==> config.mk <==
export PLATFORM = sky130hd
export DESIGN_NAME = id_fwd_scoreboard
export DESIGN_NICKNAME = d
export VERILOG_FILES = /design/src/rtl/id_pkg.sv /design/src/rtl/sb_entry.sv /design/src/rtl/id_fwd_scoreboard.sv
export SDC_FILE = /design/constraint.sdc
export NUM_CORES = 1
export LEC_CHECK = 0
export ABC_CLOCK_PERIOD_IN_PS = 9200
export BUFFER_PORTS_ARGS = -buffer_cell sky130_fd_sc_hd__buf_2
export CAP_MARGIN = 20
export CORE_MARGIN = 10
export CORE_UTILIZATION = 42
export CTS_CLUSTER_DIAMETER = 60
export DETAILED_ROUTE_END_ITERATION = 7
export HOLD_SLACK_MARGIN = 0.1
export PLACE_DENSITY = 0.63
export SYNTH_ARGS = -nofsm -noshare
export SYNTH_HDL_FRONTEND = slang
export SYNTH_SLANG_ARGS = --single-unit
==> constraint.sdc <==
create_clock -name clk -period 9.2 [get_ports clk]
set_clock_uncertainty 0.15 [all_clocks]
set_input_delay 0.46 -clock clk [delete_from_list [all_inputs] [get_ports clk]]
set_output_delay 0.46 -clock clk [all_outputs]
set_load 0.005 [all_outputs]
==> src/rtl/id_pkg.sv <==
// Shared types and constants for the decode-stage hazard/forwarding scoreboard.
package id_pkg;

  typedef enum logic [1:0] {
    LAT_ALU = 2'd0,
    LAT_LD  = 2'd1,
    LAT_MUL = 2'd2
  } lat_class_e;

  localparam int FWD_RF  = 0;
  localparam int FWD_EX  = 1;
  localparam int FWD_MEM = 2;
  localparam int FWD_WB  = 3;

  // Field width for pos/cnt; NUM_FWD must fit in it.
  localparam int SB_W = 4;

  typedef struct packed {
    logic            busy;
    logic [SB_W-1:0] pos;
    logic [SB_W-1:0] cnt;
  } sb_entry_t;

endpackage

==> src/rtl/sb_entry.sv <==
// One register's scoreboard entry: set on issue, age each cycle, clear on retire or EX flush.
module sb_entry
  import id_pkg::*;
#(
  parameter int NUM_FWD = 3
) (
  input  logic            clk,
  input  logic            rst,
  input  logic            set,
  input  logic [SB_W-1:0] set_cnt,
  input  logic            flush,
  output sb_entry_t       ent
);

  localparam logic [SB_W-1:0] LAST = SB_W'(NUM_FWD);

  always_ff @(posedge clk or posedge rst) begin
    if (rst) begin
      ent <= '0;
    end else if (set) begin
      ent.busy <= 1'b1;
      ent.pos  <= SB_W'(1);
      ent.cnt  <= set_cnt;
    end else if (ent.busy) begin
      // A flush only kills the EX-stage producer; older ones keep aging.
      if ((flush && ent.pos == SB_W'(1)) || ent.pos == LAST) begin
        ent <= '0;
      end else begin
        ent.pos <= ent.pos + SB_W'(1);
        ent.cnt <= (ent.cnt == '0) ? '0 : ent.cnt - SB_W'(1);
      end
    end
  end

endmodule

==> src/rtl/id_fwd_scoreboard.sv <==
// Per-register scoreboard driving decode stall, operand forwarding selects and a stall counter.
module id_fwd_scoreboard
  import id_pkg::*;
#(
  parameter int NUM_REGS = 32,
  parameter int NUM_FWD  = 3,
  parameter int ALU_LAT  = 1,
  parameter int LD_LAT   = 2,
  parameter int MUL_LAT  = 3
) (
  input  logic                         clk,
  input  logic                         rst,
  input  logic                         issue_valid,
  input  logic                         issue_wr,
  input  logic [$clog2(NUM_REGS)-1:0]  issue_rd,
  input  logic [1:0]                   issue_class,
  input  logic [$clog2(NUM_REGS)-1:0]  rs1_idx,
  input  logic [$clog2(NUM_REGS)-1:0]  rs2_idx,
  input  logic                         rs1_used,
  input  logic                         rs2_used,
  input  logic                         flush,
  output logic                         stall,
  output logic [$clog2(NUM_FWD+1)-1:0] fwd_sel_a,
  output logic [$clog2(NUM_FWD+1)-1:0] fwd_sel_b,
  output logic [31:0]                  stall_cycles
);

  localparam int IDX_W = $clog2(NUM_REGS);
  localparam int SEL_W = $clog2(NUM_FWD+1);
  localparam int NSLOT = 1 << IDX_W;

  if (NUM_FWD < 1 || NUM_FWD > (1 << SB_W) - 1) begin : g_bad_fwd
    $error("NUM_FWD out of range");
  end
  if (ALU_LAT < 1 || ALU_LAT > NUM_FWD) begin : g_bad_alu
    $error("ALU_LAT must be in 1..NUM_FWD");
  end
  if (LD_LAT < 1 || LD_LAT > NUM_FWD) begin : g_bad_ld
    $error("LD_LAT must be in 1..NUM_FWD");
  end
  if (MUL_LAT < 1 || MUL_LAT > NUM_FWD) begin : g_bad_mul
    $error("MUL_LAT must be in 1..NUM_FWD");
  end

  logic            accept;
  logic [SB_W-1:0] set_cnt;
  logic            haz_a, haz_b;
  sb_entry_t       ents [NSLOT];
  sb_entry_t       ent_a, ent_b;

  assign accept = issue_valid & ~stall & ~flush;

  // Class 3 is illegal and falls back to ALU latency.
  always_comb begin
    case (issue_class)
      LAT_LD:  set_cnt = SB_W'(LD_LAT - 1);
      LAT_MUL: set_cnt = SB_W'(MUL_LAT - 1);
      default: set_cnt = SB_W'(ALU_LAT - 1);
    endcase
  end

  assign ents[0] = '0;

  for (genvar r = 1; r < NSLOT; r++) begin : g_ent
    if (r < NUM_REGS) begin : g_live
      sb_entry #(.NUM_FWD(NUM_FWD)) u_ent (
        .clk     (clk),
        .rst     (rst),
        .set     (accept & issue_wr & (issue_rd == IDX_W'(r))),
        .set_cnt (set_cnt),
        .flush   (flush),
        .ent     (ents[r])
      );
    end else begin : g_none
      assign ents[r] = '0;
    end
  end

  assign ent_a = ents[rs1_idx];
  assign ent_b = ents[rs2_idx];

  // Lookup uses pre-update state, so a same-cycle writer of rd is not seen yet.
  always_comb begin
    haz_a     = 1'b0;
    fwd_sel_a = SEL_W'(FWD_RF);
    if (rs1_used && rs1_idx != '0 && ent_a.busy) begin
      if (ent_a.cnt == '0) fwd_sel_a = ent_a.pos[SEL_W-1:0];
      else                 haz_a     = 1'b1;
    end
  end

  always_comb begin
    haz_b     = 1'b0;
    fwd_sel_b = SEL_W'(FWD_RF);
    if (rs2_used && rs2_idx != '0 && ent_b.busy) begin
      if (ent_b.cnt == '0) fwd_sel_b = ent_b.pos[SEL_W-1:0];
      else                 haz_b     = 1'b1;
    end
  end

  assign stall = issue_valid & ~flush & (haz_a | haz_b);

  always_ff @(posedge clk or posedge rst) begin
    if (rst)                              stall_cycles <= '0;
    else if (stall && stall_cycles != '1) stall_cycles <= stall_cycles + 32'd1;
  end

endmodule

## After elaboration in Yosys (flattened, before gate mapping)

Cells that the tools add are included.

- Latch bits: 0
- Bits in read-only memories: 0
- Word-level logic and storage cells: 599
- Bits in registers: 311
- Memories: 0
- Input port bits: 24
- RAM bits: 0
- Output and inout bits: 37

- Shifts and indexed selects: 0
- Reduce and logical (&&, ||, !) cells: 133
- Equality and inequality tests: 96
- Mux-type cells: 170
- Divide/modulo/power cells: 0
- $lt $le $gt $ge: 2
- $mul: 0
- Bitwise operators: 41
- Add/subtract/negate cells: 63

Operator list:

| kind | number |
|---|---|
| $mux 9 | 66 |
| $mux 8 | 31 |
| $logic_not 4->1 | 33 |
| $add 4x1->4 const B | 31 |
| $eq 4x1->1 const B | 31 |
| $eq 4x2->1 const B | 31 |
| $mux 4 | 31 |
| $sub 4x1->4 const B | 31 |
| $bmux 9 s5 | 2 |
| $eq 5x5->1 const B | 16 |
| $reduce_bool 2->1 | 31 |
| $eq 5x4->1 const B | 8 |
| $and 1x1->1 | 36 |
| $logic_and 1x1->1 | 36 |
| $mux 1 | 35 |
| $add 32x1->32 const B | 1 |
| $ne 32x32->1 const B | 1 |
| $logic_or 1x1->1 | 31 |
| $eq 5x3->1 const B | 4 |
| $ge 6x6->1 const B | 2 |
| $not 5->6 | 2 |
| $eq 5x2->1 const B | 2 |
| $reduce_bool 5->1 | 2 |
| $mux 2 | 4 |
| 6 further kinds | 7 |

## Longest topological paths before layout

Gate-level depths: netlist of run 1.

- Depth in word-level cells: 15
- Gate-level depth with buffers: 14
- Gate-level depth less buffers: 10

## By module

A second synthesis of run 1 with hierarchy kept.

- Cells, all modules: 2059
- Area total of the unflattened synthesis: 20587.2 um^2

By module, submodules not included:

| module | area an instance (um^2) | times used | cells an instance | sequential area each (um^2) |
|---|---|---|---|---|
| sb_entry at g_ent[10].g_live.u_ent ... | 523.0 | 27 | 52 | 225.2 |
| id_fwd_scoreboard | 4344.2 | 1 | 448 | 800.8 |
| sb_entry at g_ent[6].g_live.u_ent ... | 529.3 | 3 | 52 | 225.2 |
| sb_entry at g_ent[9].g_live.u_ent | 534.3 | 1 | 51 | 225.2 |

## Worst setup path after synthesis of run 1

No wires, ideal clock.

- Kind: input to output
- Start: in rs2_idx[0]
- End: out fwd_sel_b[0]
- Cell stages on the path: 9
- Data required time: 8.590 ns
- Arrival time: 2.784 ns
- Buffers on the path: 5
- Setup slack: 5.806 ns
- Cells stage by stage: buf_6 -> buf_6 -> buf_2 -> buf_2 -> buf_1 -> mux4_2 -> mux4_2 -> mux2i_1 -> nor2b_1

- Cells in the longest elaborated chain, start to end: 7
- Elaborated cells on any way between the ends: 10
- Those cells by class: 5 x mux; 1 x bitwise; 4 x reduce/logical

Ends and longest elaborated chain:

| what | line | RTL |
|---|---|---|
| start: declaration | id_fwd_scoreboard.sv:18 | `input logic [$clog2(NUM_REGS)-1:0] rs2_idx,` |
| $not 5->6 (not written as such) | id_fwd_scoreboard.sv:80 | `assign ent_b = ents[rs2_idx];` |
| $bmux 9 s5 | id_fwd_scoreboard.sv:80 |  |
| $mux 9 (not written as such) (2 in series) | id_fwd_scoreboard.sv:80 |  |
| $logic_not 4->1 | id_fwd_scoreboard.sv:96 | `if (ent_b.cnt == '0) fwd_sel_b = ent_b.pos[SEL_W-1:0];` |
| $mux 2 | id_fwd_scoreboard.sv:96 |  |
| $mux 2 * | id_fwd_scoreboard.sv:95 | `if (rs2_used && rs2_idx != '0 && ent_b.busy) begin` |
| end: declaration | id_fwd_scoreboard.sv:24 | `output logic [$clog2(NUM_FWD+1)-1:0] fwd_sel_b,` |

Mark *: on every way between the ends. The rest lies on a longest branch, timed or not. The select of a mux whose other input is x is not followed.

## Worst setup path after layout of run 1

- Start: in rs1_idx[0]
- End: reg g_ent[29].g_live.u_ent.ent[1] in the netlist's numbering

- Cells in the longest elaborated chain, start to end: 15
- Elaborated cells on any way between the ends: 19
- Those cells by class: 6 x mux; 8 x bitwise; 5 x reduce/logical

Ends and longest elaborated chain:

| what | line | RTL |
|---|---|---|
| start: declaration | id_fwd_scoreboard.sv:17 | `input logic [$clog2(NUM_REGS)-1:0] rs1_idx,` |
| $not 5->6 (not written as such) | id_fwd_scoreboard.sv:79 | `assign ent_a = ents[rs1_idx];` |
| $bmux 9 s5 | id_fwd_scoreboard.sv:79 |  |
| $mux 9 (not written as such) (2 in series) | id_fwd_scoreboard.sv:79 |  |
| $logic_not 4->1 | id_fwd_scoreboard.sv:87 | `if (ent_a.cnt == '0) fwd_sel_a = ent_a.pos[SEL_W-1:0];` |
| $mux 1 | id_fwd_scoreboard.sv:87 |  |
| $mux 1 * | id_fwd_scoreboard.sv:86 | `if (rs1_used && rs1_idx != '0 && ent_a.busy) begin` |
| $or 1x1->1 * | id_fwd_scoreboard.sv:101 | `assign stall = issue_valid & ~flush & (haz_a \| haz_b);` |
| $and 1x1->1 * | id_fwd_scoreboard.sv:101 |  |
| $not 1->1 * | id_fwd_scoreboard.sv:51 | `assign accept = issue_valid & ~stall & ~flush;` |
| $and 1x1->1 * (2 in series) | id_fwd_scoreboard.sv:51 |  |
| $and 1x1->1 * (2 in series) | id_fwd_scoreboard.sv:69 | `.set (accept & issue_wr & (issue_rd == IDX_W'(r))),` |
| $mux 9 or $reduce_bool 2->1 (tied branches) | -- |  |
| end: declaration | sb_entry.sv:12 | `output sb_entry_t ent` |

Marks and branches as above.
A chain may end at the register's enable or synchronous reset.

==> results.json, run 1 <==
{
  "status": "finished, final reports clean",
  "synth_edf_count": 0,
  "period_share_pct": 53.6,
  "setup_viol": 0,
  "cts_max_level": 2,
  "startpoint": "rs1_idx[0]",
  "first_pass_iters": 8,
  "timing.rr.start": "g_ent[26].g_live.u_ent.ent[0]$_DFFE_PP0P_",
  "path_clk_slew_ns": 0.06,
  "critPathLaunchType": "primary input",
  "design_area_mm2": 0.0216,
  "nets": 2204,
  "min_path_type": "primary input to flip-flop",
  "routed-via-count": 15800,
  "antenna_found_initial": 6,
  "r2r_cells": 8,
  "avgRoutedWirePerCell_um": 19.5,
  "drive_above_1_share_pct": 13.0,
  "hold_start": "issue_rd[3]",
  "dpl.hpwl_mm": 36.5,
  "setup_ws_ns": 4.27,
  "synth_mux_area_share_pct": 11.9,
  "place_ws_ns": 3.69,
  "final_util_pct": 46.7,
  "dieHeight_um": 236,
  "placed_cell_area_mm2": 0.0204,
  "syn_to_final_growth_pct": 10.2,
  "rsz0062_at_grt": "false",
  "synth_cell_type_count": 67,
  "multi_input_area_mm2": 0.0109,
  "cpPeakStageDelay_ns": 0.95,
  "holdPathStages": 3,
  "cp-end-kind": "flip-flop",
  "drtAntennaViolNets": 0,
  "powerDensity_mw_per_mm2": 306,
  "synthAdderAreaFrac_pct": 7.97,
  "grt_overflow": 0,
  "n_fill_cell": 4312,
  "required_ns": 9.49,
  "clock_latency_ns": 0.57,
  "dieArea_mm2": 0.0558,
  "synth_top_flop_cell": "dfrtp_1",
  "final_cell_mix": "dfrtp_1 (311), nor2_1 (239), a21oi_1 (136), nand2_1 (126), ha_1 (125)",
  "final_common_cell": "dfrtp_1",
  "port_buffers": 60,
  "worstPathArrival_ns": 5.23,
  "seq_area_mm2": 0.00778,
  "relSlewSlack_pct": 22.7,
  "globalplace.congestion": 0.901,
  "avgSynthCellArea_um2": 9.63,
  "slew_violations": 0,
  "clockBufferDepth": 3,
  "max-cap-violations": 0,
  "layout_min_cycle_time_ns": 4.93,
  "start_util_pct": 42.3,
  "yosysWarnings": 0,
  "core_area_mm2": 0.0464,
  "grtUsageTotal_pct": 18.5,
  "worstMarginPinSlew_ns": 1.16,
  "ys_seq_area_share_pct": 39.6,
  "cts_tree": "yes",
  "grt_max_degree": 178,
  "cpMostUsedCell": "buf_4",
  "dr.first_iter.drc_count": 1336,
  "syn_nets": 2187,
  "root_buffer": "clkbuf_16",
  "synth_top_area_share_pct": 39.6,
  "crit_fanout": 71,
  "synth-simple-area-share_pct": 18.9,
  "cts_made_buffers": 39,
  "pin_count": 61,
  "ir_drop_v": 0.000135,
  "crit_slowest_cell": "o32a_4",
  "synth_area_leaders": "dfrtp_1 (40%), ha_1 (8.0%), mux4_2 (6.0%), nor2_1 (4.6%), a21oi_1 (3.5%)",
  "ys_ff_latch": 311,
  "grt_first_pass_wirelength_mm": 84.8,
  "fmax_mhz": 203,
  "synth_top_family_by_area": "simple AND/OR/NAND/NOR gates",
  "first_global_vias": 15300,
  "cts_sinks": 311,
  "hold_violations": 0,
  "rows": 79,
  "synth_top_cell_by_area": "dfrtp_1",
  "synth-compound-area-share_pct": 14.0,
  "total_leakage_power_nw": 9.82,
  "drt_wl_total_mm": 52.6,
  "reg2reg_slack_ns": 4.56,
  "drc": 0,
  "critPathKind": "primary input to flip-flop",
  "synthArstFlopShare_pct": 100,
  "die_w_um": 236,
  "synth_xor_area_share_pct": 2.77,
  "path_cells": "buf_2 -> buf_4 -> or2_1 -> o221ai_2 -> a21oi_1 -> o22ai_1 -> a2111oi_1 -> o32a_4 -> buf_4 -> and3_1 -> mux2_2",
  "synth_area_mm2": 0.0196,
  "vias_per_cell": 5.88,
  "finalSetupTns_ns": 0,
  "syn_inst": 2038,
  "cts_setup_buffers": 0
}
==> routing by layer <==
metal / track usage, % / share of wire (%) / vias to the layer above / routed length (um)
met2: 29.1 / 46 / 425 / 24000
li1: - / - / 7414 / -
met1: 25.5 / 46 / 7889 / 24100
met3: 3.64 / 6.4 / 86 / 3380
met4: 5.23 / 2.1 / 10 / 1100
met5: 0 / 0.11 / - / 60
==> worst max-delay path: cells and delay by family <==
kind            cells  cell delay [ns]
compound gates      5             2.12
buf+inv             3             1.44
simple gates        2             0.75
mux                 1             0.38
==> metrics by stage <==
step | std cells | power (mW) | hold WS (ns)
after floorplan | 2038 | 4.41 | 0.327
after global placement | 2620 | 5.00 | 0.320
after detailed placement | 2620 | 5.13 | 0.325
after CTS | 2691 | 6.65 | 0.265
after global routing | 2692 | 7.16 | 0.304
final | 2692 | 6.63 | 0.297
==> Yosys cell counts (3+ instances only) <==
library cell / n
a2111oi_0: 5
a211o_1: 14
a21boi_0: 5
a21o_1: 30
a21oi_1: 136
a22oi_1: 15
a2bb2oi_1: 4
a31oi_1: 24
and2_1: 16
and3_1: 29
buf_1: 7
buf_2: 25
buf_4: 3
buf_6: 8
clkbuf_1: 59
dfrtp_1: 311
ha_1: 125
inv_1: 125
mux2_1: 15
mux2_2: 46
mux2i_1: 47
mux4_2: 52
nand2_1: 126
nand2b_1: 26
nand3_1: 31
nand3_2: 10
nand3b_1: 3
nand4_1: 43
nand4b_1: 13
nor2_1: 239
nor2b_1: 9
nor3_1: 62
nor3b_1: 48
nor4_1: 25
nor4_2: 9
nor4_4: 3
o211ai_1: 13
o21ai_0: 91
o22a_1: 9
o22ai_1: 43
o31ai_1: 31
or3_1: 4
or4_1: 5
xor2_1: 61
==> flip-flops by register name (all words and copies together) (netlist names) <==
register,cells
stall_cycles,32
g_ent.g_live.u_ent.ent,279
==> repair_timing <==
item,in CTS,in global routing
endpoints found under the hold margin,45,0
hold buffers,1,0
gates resized for setup,0,0
==> power by group <==
part           leakage (nW)  switching, mW  total, mW  internal (mW)
sequential             3.89          0.780       2.70           1.92
clock                 0.614          0.603       1.48          0.875
combinational          5.31           1.28       2.45           1.17
==> kinds of logic after synthesis <==
| logic type | Yosys count |
|---|---|
| and+or+nand+nor | 710 |
| AOI/OAI and AO/OA | 442 |
| DFF | 311 |
| buffers and inverters | 228 |
| muxes | 160 |
| adders and majority gates | 125 |
| xor gates and xnor gates | 62 |
==> worst paths after layout <==
path | endpoint
min in group asynchronous | stall_cycles[26]$_DFFE_PP0P_
max in group asynchronous | g_ent[3].g_live.u_ent.ent[5]$_DFFE_PP0P_
max reg2reg | g_ent[29].g_live.u_ent.ent[1]$_DFFE_PP0P_
min | g_ent[15].g_live.u_ent.ent[5]$_DFFE_PP0P_
min reg2reg | stall_cycles[21]$_DFFE_PP0P_
max | g_ent[29].g_live.u_ent.ent[1]$_DFFE_PP0P_
==> area by class of cell <==
type                    count  share of cell area, %
multi-input cells        1499                   50.5
flip-flops and latches    311                   36.0
clock buffers              60                   5.39
well taps                 607                   3.51
inverters                 125                   2.19
repair buffers             79                   2.12
clock inverters            10                  0.335
diodes                      1                 0.0116
Power figures use the tool's default switching activity.
==> run 2: changes to the inputs <==
ABC_AREA = 1   (was default)
ABC_CLOCK_PERIOD_IN_PS = 5150   (was 9200)
PLACE_DENSITY = 0.6   (was 0.63)
clock period = 5.15 ns   (was 9.2 ns; I/O delays follow)
==> results.json, run 2 <==
{
  "final_common_cell": "nand2_1",
  "avgRoutedWirePerCell_um": 18.5,
  "avgSynthCellArea_um2": 7.23,
  "largest_reg_flops": 279,
  "cts_sinks": 311,
  "grt_overflow": 0,
  "min_path_type": "primary input to asynchronous set/reset pin",
  "cts_setup_buffers": 0,
  "syn_nets": 3148,
  "n_antenna_cell": 0,
  "vias_per_cell": 5.47,
  "final_cell_mix": "nand2_1 (731), inv_1 (455), dfrtp_1 (311), nor2_1 (266), nand3_1 (189)",
  "layout_min_cycle_time_ns": 4.26,
  "critPathTopFamily": "buffers and inverters",
  "yosysWarnings": 0,
  "hold_violations": 0,
  "reg2reg_slack_ns": 2.02,
  "core_area_mm2": 0.0512,
  "required_ns": 4.74,
  "drive_above_1_share_pct": 8.08,
  "cts_max_level": 2,
  "ys_seq_area_share_pct": 35.9,
  "status": "finished, final reports clean",
  "relSlewSlack_pct": 32.8,
  "synth_top_area_share_pct": 35.9,
  "startpoint": "rs2_idx[0]",
  "synth_edf_count": 0,
  "n_fill_cell": 5149,
  "crit_slowest_cell": "nand2_1",
  "drtAntennaViolNets": 0,
  "dieHeight_um": 247,
  "hold-worst-slack_ns": 0.109,
  "grtUsageTotal_pct": 22.5,
  "drt_wl_total_mm": 69.3,
  "synth_area_leaders": "dfrtp_1 (36%), nand2_1 (13%), inv_1 (7.9%), ha_1 (7.2%), nor2_1 (4.6%)",
  "synth_top_flop_cell": "dfrtp_1",
  "finalSetupTns_ns": 0,
  "path_buf_inv": 5,
  "r2r_cells": 15,
  "synth_cell_type_count": 53,
  "slew_violations": 0,
  "crit_fanout": 27,
  "first_global_vias": 19700,
  "dieArea_mm2": 0.0611,
  "ir_drop_v": 0.000239,
  "syn_inst": 2999,
  "grt_max_degree": 159,
  "worstPathArrival_ns": 3.85,
  "rows": 83,
  "cp-end-kind": "output pin",
  "clock_latency_ns": 0.59,
  "worstMarginPinSlew_ns": 1.01,
  "netlist_top_cells_count": "nand2_1 (731), inv_1 (456), dfrtp_1 (311)",
  "root_buffer": "clkbuf_16",
  "period_share_pct": 82.7,
  "rsz0062_at_grt": "false",
  "r2r_end": "g_ent[22].g_live.u_ent.ent[0]$_DFFE_PP0P_",
  "synth_most_common_cell": "nand2_1",
  "total_leakage_power_nw": 12.6,
  "dr.first_iter.drc_count": 1724,
  "setup_viol": 0,
  "antenna_found_initial": 2,
  "syn_to_final_growth_pct": 10.5,
  "pin_count": 61,
  "powerDensity_mw_per_mm2": 455,
  "critPathKind": "primary input to output pin",
  "nets": 3184,
  "path_clk_slew_ns": 0.06,
  "grt_first_pass_wirelength_mm": 110,
  "top_regs": "g_ent.g_live.u_ent.ent: 279 flops, stall_cycles: 32 flops",
  "max-cap-violations": 0,
  "timing.rr.start": "g_ent[28].g_live.u_ent.ent[2]$_DFFE_PP0P_",
  "fmax_mhz": 235,
  "ys_ff_latch": 311,
  "synth_area_mm2": 0.0217,
  "cts_tree": "yes",
  "first_pass_iters": 7,
  "regMostFlops": "g_ent.g_live.u_ent.ent",
  "drc": 0,
  "path_cells": "buf_2 -> inv_2 -> nand2_1 -> nand2_1 -> nand2_1 -> nand3_1 -> nand3_1 -> nand3_1 -> nand3_2 -> buf_4 -> a21boi_4 -> buf_4 -> buf_2",
  "cpPeakStageDelay_ns": 0.68,
  "dpl.hpwl_mm": 49.4,
  "port_buffers": 60,
  "synth_top_cell_by_area": "dfrtp_1",
  "globalplace.congestion": 0.992,
  "cts_made_buffers": 42,
  "start_util_pct": 42.4,
  "synthArstFlopShare_pct": 100,
  "clockBufferDepth": 3,
  "routed-via-count": 20500,
  "die_w_um": 247,
  "critPathLaunchType": "primary input",
  "cts_resized": 0
}
run 2: repair_timing:
action,in CTS,in global routing
setup endpoints to repair,0,0
endpoints found under the hold margin,53,0
hold buffers,1,0
run 2: area by class of cell:
cell class / count / area (um^2) / share of cell area (%)
multi-input combinational: 2107 / 11500 / 48.1
sequential: 311 / 7780 / 32.5
inverter: 485 / 1830 / 7.63
clock buffer: 60 / 1240 / 5.17
tap: 680 / 851 / 3.55
timing repair buffer: 88 / 538 / 2.24
clock inverter: 17 / 203 / 0.846
run 2: cell families after synthesis:
kind of cell | synth area share [%]
AND/OR/NAND/NOR | 27.7
XOR/XNOR | 5.21
flip-flops | 35.9
AO/OA/AOI/OAI | 12.9
adder cells (fa/ha/maj) | 7.21
buffers and inverters | 11.1
run 2: worst max-delay path by stage:
stage	slack (ns)	to	cells past startpoint
after detailed placement	0.80	g_ent[27].g_live.u_ent.ent[0]$_DFFE_PP0P_	13
after CTS	1.08	stall	13
after global placement	0.86	g_ent[27].g_live.u_ent.ent[1]$_DFFE_PP0P_	13
after floorplan	0.60	g_ent[10].g_live.u_ent.ent[0]$_DFFE_PP0P_	1
after global routing	0.82	stall	13
final	0.89	stall	13
run 2: layer usage:
metal	wire length, um	up-vias	part of all wire [%]	track usage [%]
li1	-	9734	-	-
met5	31	-	0.045	0
met4	2380	4	3.4	8.70
met1	29700	9825	43	29.3
met2	31900	758	46	36.4
met3	5410	166	7.8	4.19
run 2: worst reg2reg max path: cells and delay by family, from the launching register on:
kind                   cells  cell delay [ns]
AO/OA/AOI/OAI              1             0.06
buffers and inverters      2             0.33
flip-flops                 1             0.40
AND/OR/NAND/NOR           12             2.05
run 2: report_power, final:
group          internal (mW)  switching, mW  leakage, nW  total (mW)
Clock                   1.84           1.21        0.707        3.05
Sequential              3.12          0.878         4.06        4.00
Combinational           1.46           2.39         7.82        3.85
run 2: stage by stage:
stage | util [%] | worst slack [ns] | cell area (um^2) | power [mW] | std cells
2_1_floorplan | - | 0.602 | 21700 | 6.64 | 2999
3_5_place_dp | 44.0 | 0.805 | 22500 | 7.80 | 3670
3_3_place_gp | 44.0 | 0.857 | 22500 | 7.65 | 3670
4_1_cts | 46.8 | 1.08 | 24000 | 10.9 | 3748
6_report | 46.8 | 0.893 | 24000 | 10.9 | 3748
5_1_grt | 46.8 | 0.822 | 24000 | 11.7 | 3748
